File: src/rtl/clk_div_pkg.sv
// Shared constants for the clock divider bank.
// Counter width is one bit wider than the half-cycle width.
package clk_div_pkg;

  localparam int CNT_W_DEF  = 32;
  localparam int NUM_CH_MAX = 16;
  localparam int CNT_W1_DEF = CNT_W_DEF + 1;

  function automatic int cnt_w(input int w);
    return w + 1;
  endfunction

endpackage

File: src/rtl/clk_div_channel.sv
// One divider channel: active/shadow half value, wrap-aligned
// reload, registered 50% clock, rising-edge tick and load ack.
module clk_div_channel
  import clk_div_pkg::*;
#(
  parameter int CNT_W = CNT_W_DEF
) (
  input  logic             clk_in,
  input  logic             rst_n,
  input  logic [CNT_W-1:0] half_cycle,
  input  logic             load,
  input  logic             enable,
  output logic             clk_out,
  output logic             tick,
  output logic             load_ack
);

  localparam int CW = cnt_w(CNT_W);
  localparam logic [CW-1:0] ONE = CW'(1);

  logic [CNT_W-1:0] h_q;
  logic [CNT_W-1:0] s_q;
  logic             p_q;
  logic [CW-1:0]    c_q;

  logic [CW-1:0] h_x;
  logic [CW-1:0] d;
  logic          run;
  logic          wrap;
  logic          apply;
  logic          co_d;

  assign h_x   = {1'b0, h_q};
  assign d     = {h_q, 1'b0};
  assign run   = enable && (h_q != '0);
  assign wrap  = run && (c_q == d);
  // idle channels take a pending value at once; running ones at wrap
  assign apply = p_q && (!run || wrap);
  assign co_d  = run && (c_q > h_x);

  always_ff @(posedge clk_in or negedge rst_n) begin
    if (!rst_n) begin
      h_q      <= '0;
      s_q      <= '0;
      p_q      <= 1'b0;
      c_q      <= ONE;
      clk_out  <= 1'b0;
      tick     <= 1'b0;
      load_ack <= 1'b0;
    end else begin
      clk_out  <= co_d;
      tick     <= co_d & ~clk_out;
      load_ack <= apply;
      c_q      <= (!run || wrap) ? ONE : c_q + ONE;
      if (apply) begin
        h_q <= s_q;
      end
      if (load) begin
        s_q <= half_cycle;
        p_q <= 1'b1;
      end else if (apply) begin
        p_q <= 1'b0;
      end
    end
  end

endmodule

File: src/rtl/clk_div_bank.sv
// Bank of NUM_CH independent programmable clock dividers
// sharing one input clock.
module clk_div_bank
  import clk_div_pkg::*;
#(
  parameter int NUM_CH = 4,
  parameter int CNT_W  = CNT_W_DEF
) (
  input  logic                    clk_in,
  input  logic                    rst_n,
  input  logic [NUM_CH*CNT_W-1:0] half_cycle,
  input  logic [NUM_CH-1:0]       load,
  input  logic [NUM_CH-1:0]       enable,
  output logic [NUM_CH-1:0]       clk_out,
  output logic [NUM_CH-1:0]       tick,
  output logic [NUM_CH-1:0]       load_ack
);

  for (genvar i = 0; i < NUM_CH; i++) begin : g_ch
    clk_div_channel #(
      .CNT_W (CNT_W)
    ) u_ch (
      .clk_in     (clk_in),
      .rst_n      (rst_n),
      .half_cycle (half_cycle[i*CNT_W +: CNT_W]),
      .load       (load[i]),
      .enable     (enable[i]),
      .clk_out    (clk_out[i]),
      .tick       (tick[i]),
      .load_ack   (load_ack[i])
    );
  end

endmodule

File: config.mk
export PLATFORM = sky130hd
export DESIGN_NAME = clk_div_bank
export DESIGN_NICKNAME = d
export VERILOG_FILES = /design/src/rtl/clk_div_pkg.sv /design/src/rtl/clk_div_channel.sv /design/src/rtl/clk_div_bank.sv
export SDC_FILE = /design/constraint.sdc
export NUM_CORES = 1
export LEC_CHECK = 0
export ABC_AREA = 1
export BUFFER_PORTS_ARGS = -buffer_cell sky130_fd_sc_hd__buf_2
export CAP_MARGIN = 30
export CORE_MARGIN = 2
export CORE_UTILIZATION = 46
export CTS_BUF_LIST = sky130_fd_sc_hd__clkbuf_8 sky130_fd_sc_hd__clkbuf_16
export DETAILED_ROUTE_END_ITERATION = 12
export PLACE_DENSITY = 0.67
export SYNTH_ARGS = -nofsm -noshare
export SYNTH_HDL_FRONTEND = slang
export SYNTH_HIERARCHICAL = 1
export SYNTH_SLANG_ARGS = --single-unit
File: constraint.sdc
create_clock -name clk_in -period 2.08 [get_ports clk_in]
set_clock_uncertainty 0.15 [all_clocks]
set_input_delay 0.208 -clock clk_in [delete_from_list [all_inputs] [get_ports clk_in]]
set_output_delay 0.208 -clock clk_in [all_outputs]
set_load 0.01 [all_outputs]
==> results of run 1 <==
-- metal layers --
layer	wire [µm]	vias to the layer above	track usage
li1	-	11200	-
met1	30800	10700	0.349
met2	33900	749	0.443
met3	3800	215	0.0309
met4	2870	0	0.105
met5	0	-	0
-- state kept, by name, summed over array words and instances (netlist names) --
signal              cells
g_ch.u_ch/load_ack      4
g_ch.u_ch/h_q         128
g_ch.u_ch/tick          4
g_ch.u_ch/p_q           4
g_ch.u_ch/clk_out       4
g_ch.u_ch/s_q         128
g_ch.u_ch/c_q         132
-- power groups by stage --
stage	combinational [µW]	clock, µW	sequential, µW
after global routing	4490	9120	9140
final	3980	8630	9070
after floorplan	2080	0	8990
after global placement	3030	0	9150
after CTS	3590	8760	9020
after detailed placement	3080	0	9150
-- cell usage after synthesis (all sizes together) --
| library cell | number |
|---|---|
| xor2 | 85 |
| o22ai | 5 |
| a21oi | 73 |
| nand3 | 189 |
| nand2 | 1204 |
| clkbuf | 44 |
| clkinv | 3 |
| dfstp | 4 |
| or2 | 4 |
| ha | 132 |
| and3 | 1 |
| o21a | 10 |
| nor3 | 93 |
| and2 | 1 |
| nor4 | 15 |
| xnor2 | 14 |
| nor3b | 2 |
| nand3b | 6 |
| o21ai | 40 |
| inv | 335 |
| dfrtp | 400 |
| nand4 | 105 |
| nor2 | 344 |
| buf | 37 |
-- layout make-up --
type / count / area (µm²)
Clock inverter: 28 / 320
Antenna cell: 2 / 5.00
Multi-Input combinational cell: 2333 / 12200
Clock buffer: 55 / 1290
Tap cell: 672 / 841
Fill cell: 4208 / 18700
Timing Repair Buffer: 621 / 5280
Sequential cell: 404 / 10200
Inverter: 338 / 1270
-- kinds of logic (layout without fill, tap and decap cells) --
| family | after synthesis | in the layout | synth area share |
|---|---|---|---|
| flops | 404 | 404 | 0.435 |
| compound gates | 128 | 128 | 0.0294 |
| other cells | 0 | 2 | 0 |
| fa+ha+maj | 132 | 132 | 0.0710 |
| xor+xnor | 99 | 99 | 0.0373 |
| simple gates | 1964 | 1974 | 0.354 |
| buf+inv | 419 | 1042 | 0.0741 |
-- what timing repair did --
| item | CTS | global route |
|---|---|---|
| pin swaps | 4 | 45 |
| cloned | 0 | 13 |
| endpoints found under the setup margin | 60 | 315 |
| resized for setup | 9 | 218 |
| hold endpoints to repair | 537 | 0 |
| hold buffers | 292 | 0 |
| setup buffers | 1 | 35 |
-- worst paths after layout --
kind | startpoint | end | slack, ns | depth (start not counted)
setup / recovery | g_ch[3].u_ch/h_q[7] | g_ch[3].u_ch/h_q[14] | -0.02 | 12
hold / removal | rst_n | g_ch[0].u_ch/s_q[17] | 0.02 | 2
setup reg to reg | g_ch[3].u_ch/h_q[7] | g_ch[3].u_ch/h_q[14] | -0.02 | 12
hold reg to reg | g_ch[0].u_ch/clk_out | g_ch[0].u_ch/tick | 0.27 | 1
max in group asynchronous | rst_n | g_ch[0].u_ch/c_q[0] | 1.00 | 3
min in group clk_in | load[0] | g_ch[0].u_ch/s_q[5] | 0.05 | 4
-- stage by stage --
stage	cell area (µm²)	total power, µW	setup TNS [ns]	setup WS [ns]	cells
after CTS	30200	21400	-0.0268	-0.0180	4405
after floorplan	23300	11100	0	0.188	3146
after global routing	31300	22700	-2.29	-0.153	4453
after global placement	25600	12200	-0.0695	-0.0425	4029
final	31300	21700	-0.0292	-0.0163	4453
after detailed placement	25600	12200	-0.534	-0.0704	4029
==> metrics.cfg, run 1 <==
[clocking]
clk_latency_ns = 0.59
htreeDepth = 2
root_buffer = clkbuf_16
cts_buffers = 46
clock_sinks = 404
clk_path_buf_depth = 3
tritoncts = built
clk_pin_slew_ns = 0.06

[pwr]
vdd_drop_max_mv = 0.655
p_per_area_nw_per_um2 = 692
p_leak_uw = 0.0154
seq_power_share = 0.418
internal_power_uw = 15400
p_clk_frac = 0.398
p_sw_frac = 0.291
combPwrFrac = 0.183
switchingPower_uw = 6310

[timing]
timing.final.hold_violations = 0
relSlewSlack = 0.285
setup_ws_ns = -0.0163
holdWs_ns = 0.0176
finalCritPeriodShare = 1.01
fmax_mhz = 477
finalMaxSlewViolations = 0
worstMarginPinSlew_ns = 1.07
fin_crit_ns = 2.10
rsz0062_at_grt = yes
setup_violations = 4

[setup_path]
cpMostUsedCell = nand2_1
cp_num_buf_inv = 2
start_kind = flop
worst-path-max-fanout = 8
required_ns = 2.39
arrival_ns = 2.41
crit_slowest_cell = dfrtp_1
slowest_delay_ns = 0.42
crit_chain = inv_1, nand2_1, nand4_1, nor2_1, nand2_1, nor2_2, nand2_2, nand2_4, clkbuf_16, nand2_8, nand2_1, nand2_1
worstSetupPathType = reg2reg
path_delay_family = simple AND/OR/NAND/NOR gates
end_kind = flop

[detailed_routing]
routed_via_density = 5.14
drcViolationCount = 0
wl_um = 71400
drtAntennaViolNets = 0
num_vias = 22900
drtIter0Drc = 1712
wl_per_cell_um = 16.0
dr.pass1.iters = 5

[floorplanning]
ios = 150
dieArea_um2 = 52400
core_um2 = 50100
dieWidth_um = 229
die-height_um = 229
start_util = 0.465
num_rows = 82

[grt]
grt_usage = 0.264
grt_max_degree = 73
grt_pass1_vias = 22500
grt_remaining_overflow = 0
antenna_found_initial = 2
grt_pass1_wl_um = 113000

[yosys]
netlist_area_um2 = 23300
synth_cells = 3146
synth_area_leaders = dfrtp_1 43%, nand2_1 19%, ha_1 7.1%, nor2_1 5.3%, inv_1 5.2%
synth_largest_area_cell = dfrtp_1
synth_nets = 3416
yosys_warnings = 6
synth-seq-cells = 404
ys_types = 33
syn_area_per_cell_um2 = 7.40
yosys.area.top_type_share = 0.430
ys_seq_area_frac = 0.435

[run_status]
status = finished with violations
violations = setup timing

[final_layout]
mostFrequentLayoutCell = nand2_1
finalNetCount = 4014
layout-drive-gt1-share = 0.170
syn_to_final_growth_pct = 34.6
final_core_util = 0.626
final_cell_mix = 1158 x nand2_1, 361 x dfrtp_1, 307 x inv_1

[place]
gp_congestion = 0.979
place.port_buffers = 149
dpl.hpwl_um = 45800

[min_path]
hp-class = in2async

[flow_run]
cap_violations = 0

No activity file was read; power rests on OpenSTA's default activity.
==> inputs of run 2 (changes only) <==
CORE_MARGIN = 4   (was 2)
==> run 2 against run 1 <==
  * The run still ends with setup timing left
  * Via count shrank 0.22%
  * Core utilization shrank 1.6 points
  * Worst hold slack gained 0.0067 ns
  * Combinational power shrank 4%
  * Sequential cell count is the same
  * Clock-buffer cell count shrank 3
  * Largest cell class unchanged
==> metrics.cfg, run 2 (synthesis gave the netlist of run 1 again) <==
[run_status]
status = finished with violations
violations = setup timing

[pwr]
finalPower_uw = 21200  ; -2.3%
p_sw_frac = 0.291  ; about the same
p_leak_uw = 0.0151  ; -2.1%
internal_power_uw = 15000  ; -2.3%
switchingPower_uw = 6170  ; -2.2%
p_clk_frac = 0.391  ; -0.007
p_per_area_nw_per_um2 = 694  ; +0.30%
vdd_drop_max_mv = 0.587  ; -10%
seq_power_share = 0.429  ; +0.011
combPwrFrac = 0.181  ; -0.002

[grt]
grt_pass1_vias = 22200  ; -1.6%
grt_usage = 0.251  ; -0.0123
grt_max_degree = 64  ; -12%
grt_pass1_wl_um = 112000  ; -1.1%
antenna_found_initial = 5  ; +3
grt_remaining_overflow = 0  ; unchanged

[floorplanning]
dieArea_um2 = 54300  ; +3.5%
start_util = 0.465  ; unchanged
num_rows = 82  ; unchanged
dieWidth_um = 233  ; +1.7%
die-height_um = 233  ; +1.7%
core_um2 = 50100  ; unchanged
ios = 150  ; unchanged

[place]
place.port_buffers = 149  ; unchanged
gp_congestion = 0.983  ; +0.44%
dpl.hpwl_um = 46100  ; +0.63%
place_area_um2 = 25500  ; -0.53%

[timing]
fin_setup_tns_ns = -0.0794  ; -0.0502 ns
timing.final.hold_violations = 0  ; unchanged
worstMarginPinSlew_ns = 1.19  ; +0.122 ns
rsz0062_at_grt = yes
setup_ws_ns = -0.0190  ; -0.00274 ns
relSlewSlack = 0.204  ; -0.0810
fmax_mhz = 476  ; -0.13%
setup_violations = 8  ; +4
finalCritPeriodShare = 1.01  ; +0.00131
finalMaxSlewViolations = 0  ; unchanged
fin_crit_ns = 2.10  ; +0.00274 ns

[min_path]
hp-start = load[0]
hp-class = in2reg

[final_layout]
largest-register = g_ch.u_ch/c_q
final_core_util = 0.610  ; -0.0161
mostFrequentLayoutCell = nand2_1
final_cell_mix = 1170 x nand2_1, 359 x dfrtp_1, 308 x inv_1
syn_to_final_growth_pct = 31.2
largest_reg_flops = 132  ; unchanged
finalNetCount = 3945  ; -1.7%
design_area_um2 = 30500  ; -2.6%
reg_top3 = g_ch.u_ch/c_q: 132 flops, g_ch.u_ch/h_q: 128 flops, g_ch.u_ch/s_q: 128 flops
layout-drive-gt1-share = 0.164  ; -0.00619

[detailed_routing]
num_vias = 22800  ; -0.22%
drcViolationCount = 0  ; unchanged
drtAntennaViolNets = 0  ; unchanged
wl_um = 71600  ; +0.28%
dr.pass1.iters = 6  ; +1
wl_per_cell_um = 16.3  ; +1.8%
routed_via_density = 5.20  ; +1.3%
drtIter0Drc = 1876  ; +9.6%

[flow_run]
cap_violations = 0  ; unchanged

[setup_path]
crit_slowest_cell = dfrtp_1
end_kind = flop
worstSetupPathType = reg2reg
cpMostUsedCell = nand2_1
r2r_start = g_ch[3].u_ch/h_q[1]
slowest_delay_ns = 0.44  ; +0.02 ns
crit_chain = inv_1, nand4_1, nor2_1, nand2_1, o21a_1, nand2_8, clkbuf_16, nand3_2, nand2_1
arrival_ns = 2.45  ; +0.04 ns
required_ns = 2.43  ; +0.04 ns
crit_path_start = g_ch[3].u_ch/h_q[1]
start_kind = flop
worst-path-max-fanout = 8  ; unchanged

[clocking]
clk_pin_slew_ns = 0.07  ; about the same
clock_sinks = 404  ; unchanged
htreeDepth = 2  ; unchanged
clk_latency_ns = 0.60  ; about the same
cts_buffers = 44  ; -4.3%
clk_path_buf_depth = 3  ; unchanged
tritoncts = built
root_buffer = clkbuf_16

-- run 2: final timing paths --
path / endpoint / slack [ns] / cells past startpoint
worst min-delay path: g_ch[0].u_ch/s_q[9] / 0.02 / 4
worst min register to register: g_ch[3].u_ch/tick / 0.27 / 1
worst max register to register: g_ch[3].u_ch/h_q[16] / -0.02 / 9
worst max-delay path: g_ch[3].u_ch/h_q[16] / -0.02 / 9
max in group asynchronous: g_ch[0].u_ch/c_q[25] / 1.01 / 3
min in group asynchronous: g_ch[0].u_ch/h_q[15] / 0.03 / 2
-- run 2: final cells by class --
cell class              count  area, µm²
inverters                 338       1270
clock buffers              52       1220
diodes                      5       12.5
repair buffers            558       4680
fillers                  4286      19500
well taps                 672        841
clock inverters            27        292
multi-input cells        2329      12000
flip-flops and latches    404      10200
-- run 2: timing repair --
action | CTS | global route
endpoints found under the setup margin | 11 | 229
resized for setup | 10 | 188
pin swaps | 2 | 58
hold endpoints to repair | 538 | 0
gates cloned | 0 | 10
hold buffers | 239 | 0
buffers inserted | 1 | 46
-- run 2: worst max-delay path: cells and delay by family (launching register included) --
family,cells,cell delay [ns]
DFF,1,0.44
and+or+nand+nor,6,0.82
buffers and inverters,2,0.33
AOI/OAI and AO/OA,1,0.28
-- run 2: metrics by stage --
stage                     cells  hold WS (ns)  setup slack, ns
after global placement     4006        0.0222          -0.0447
after CTS                  4325      0.000338          -0.0274
final                      4385        0.0243          -0.0190
after global routing       4384        0.0383          -0.0529
after floorplan            3146        -0.238            0.188
after detailed placement   4006        0.0184          -0.0383
-- run 2: power groups by stage --
stage          Sequential, µW  Combinational, µW  Clock, µW
2_1_floorplan            8990               2080          0
6_report                 9080               3830       8270
3_3_place_gp             9170               3000          0
5_1_grt                  9150               4310       8750
4_1_cts                  9030               3450       8400
3_5_place_dp             9170               3050          0
-- run 2: metal layers --
| layer | wire, µm | GRT usage | vias up |
|---|---|---|---|
| met5 | 0 | 0 | - |
| met4 | 3090 | 0.0979 | 0 |
| met3 | 3860 | 0.0326 | 231 |
| met2 | 33900 | 0.417 | 790 |
| met1 | 30800 | 0.336 | 10700 |
| li1 | - | - | 11100 |
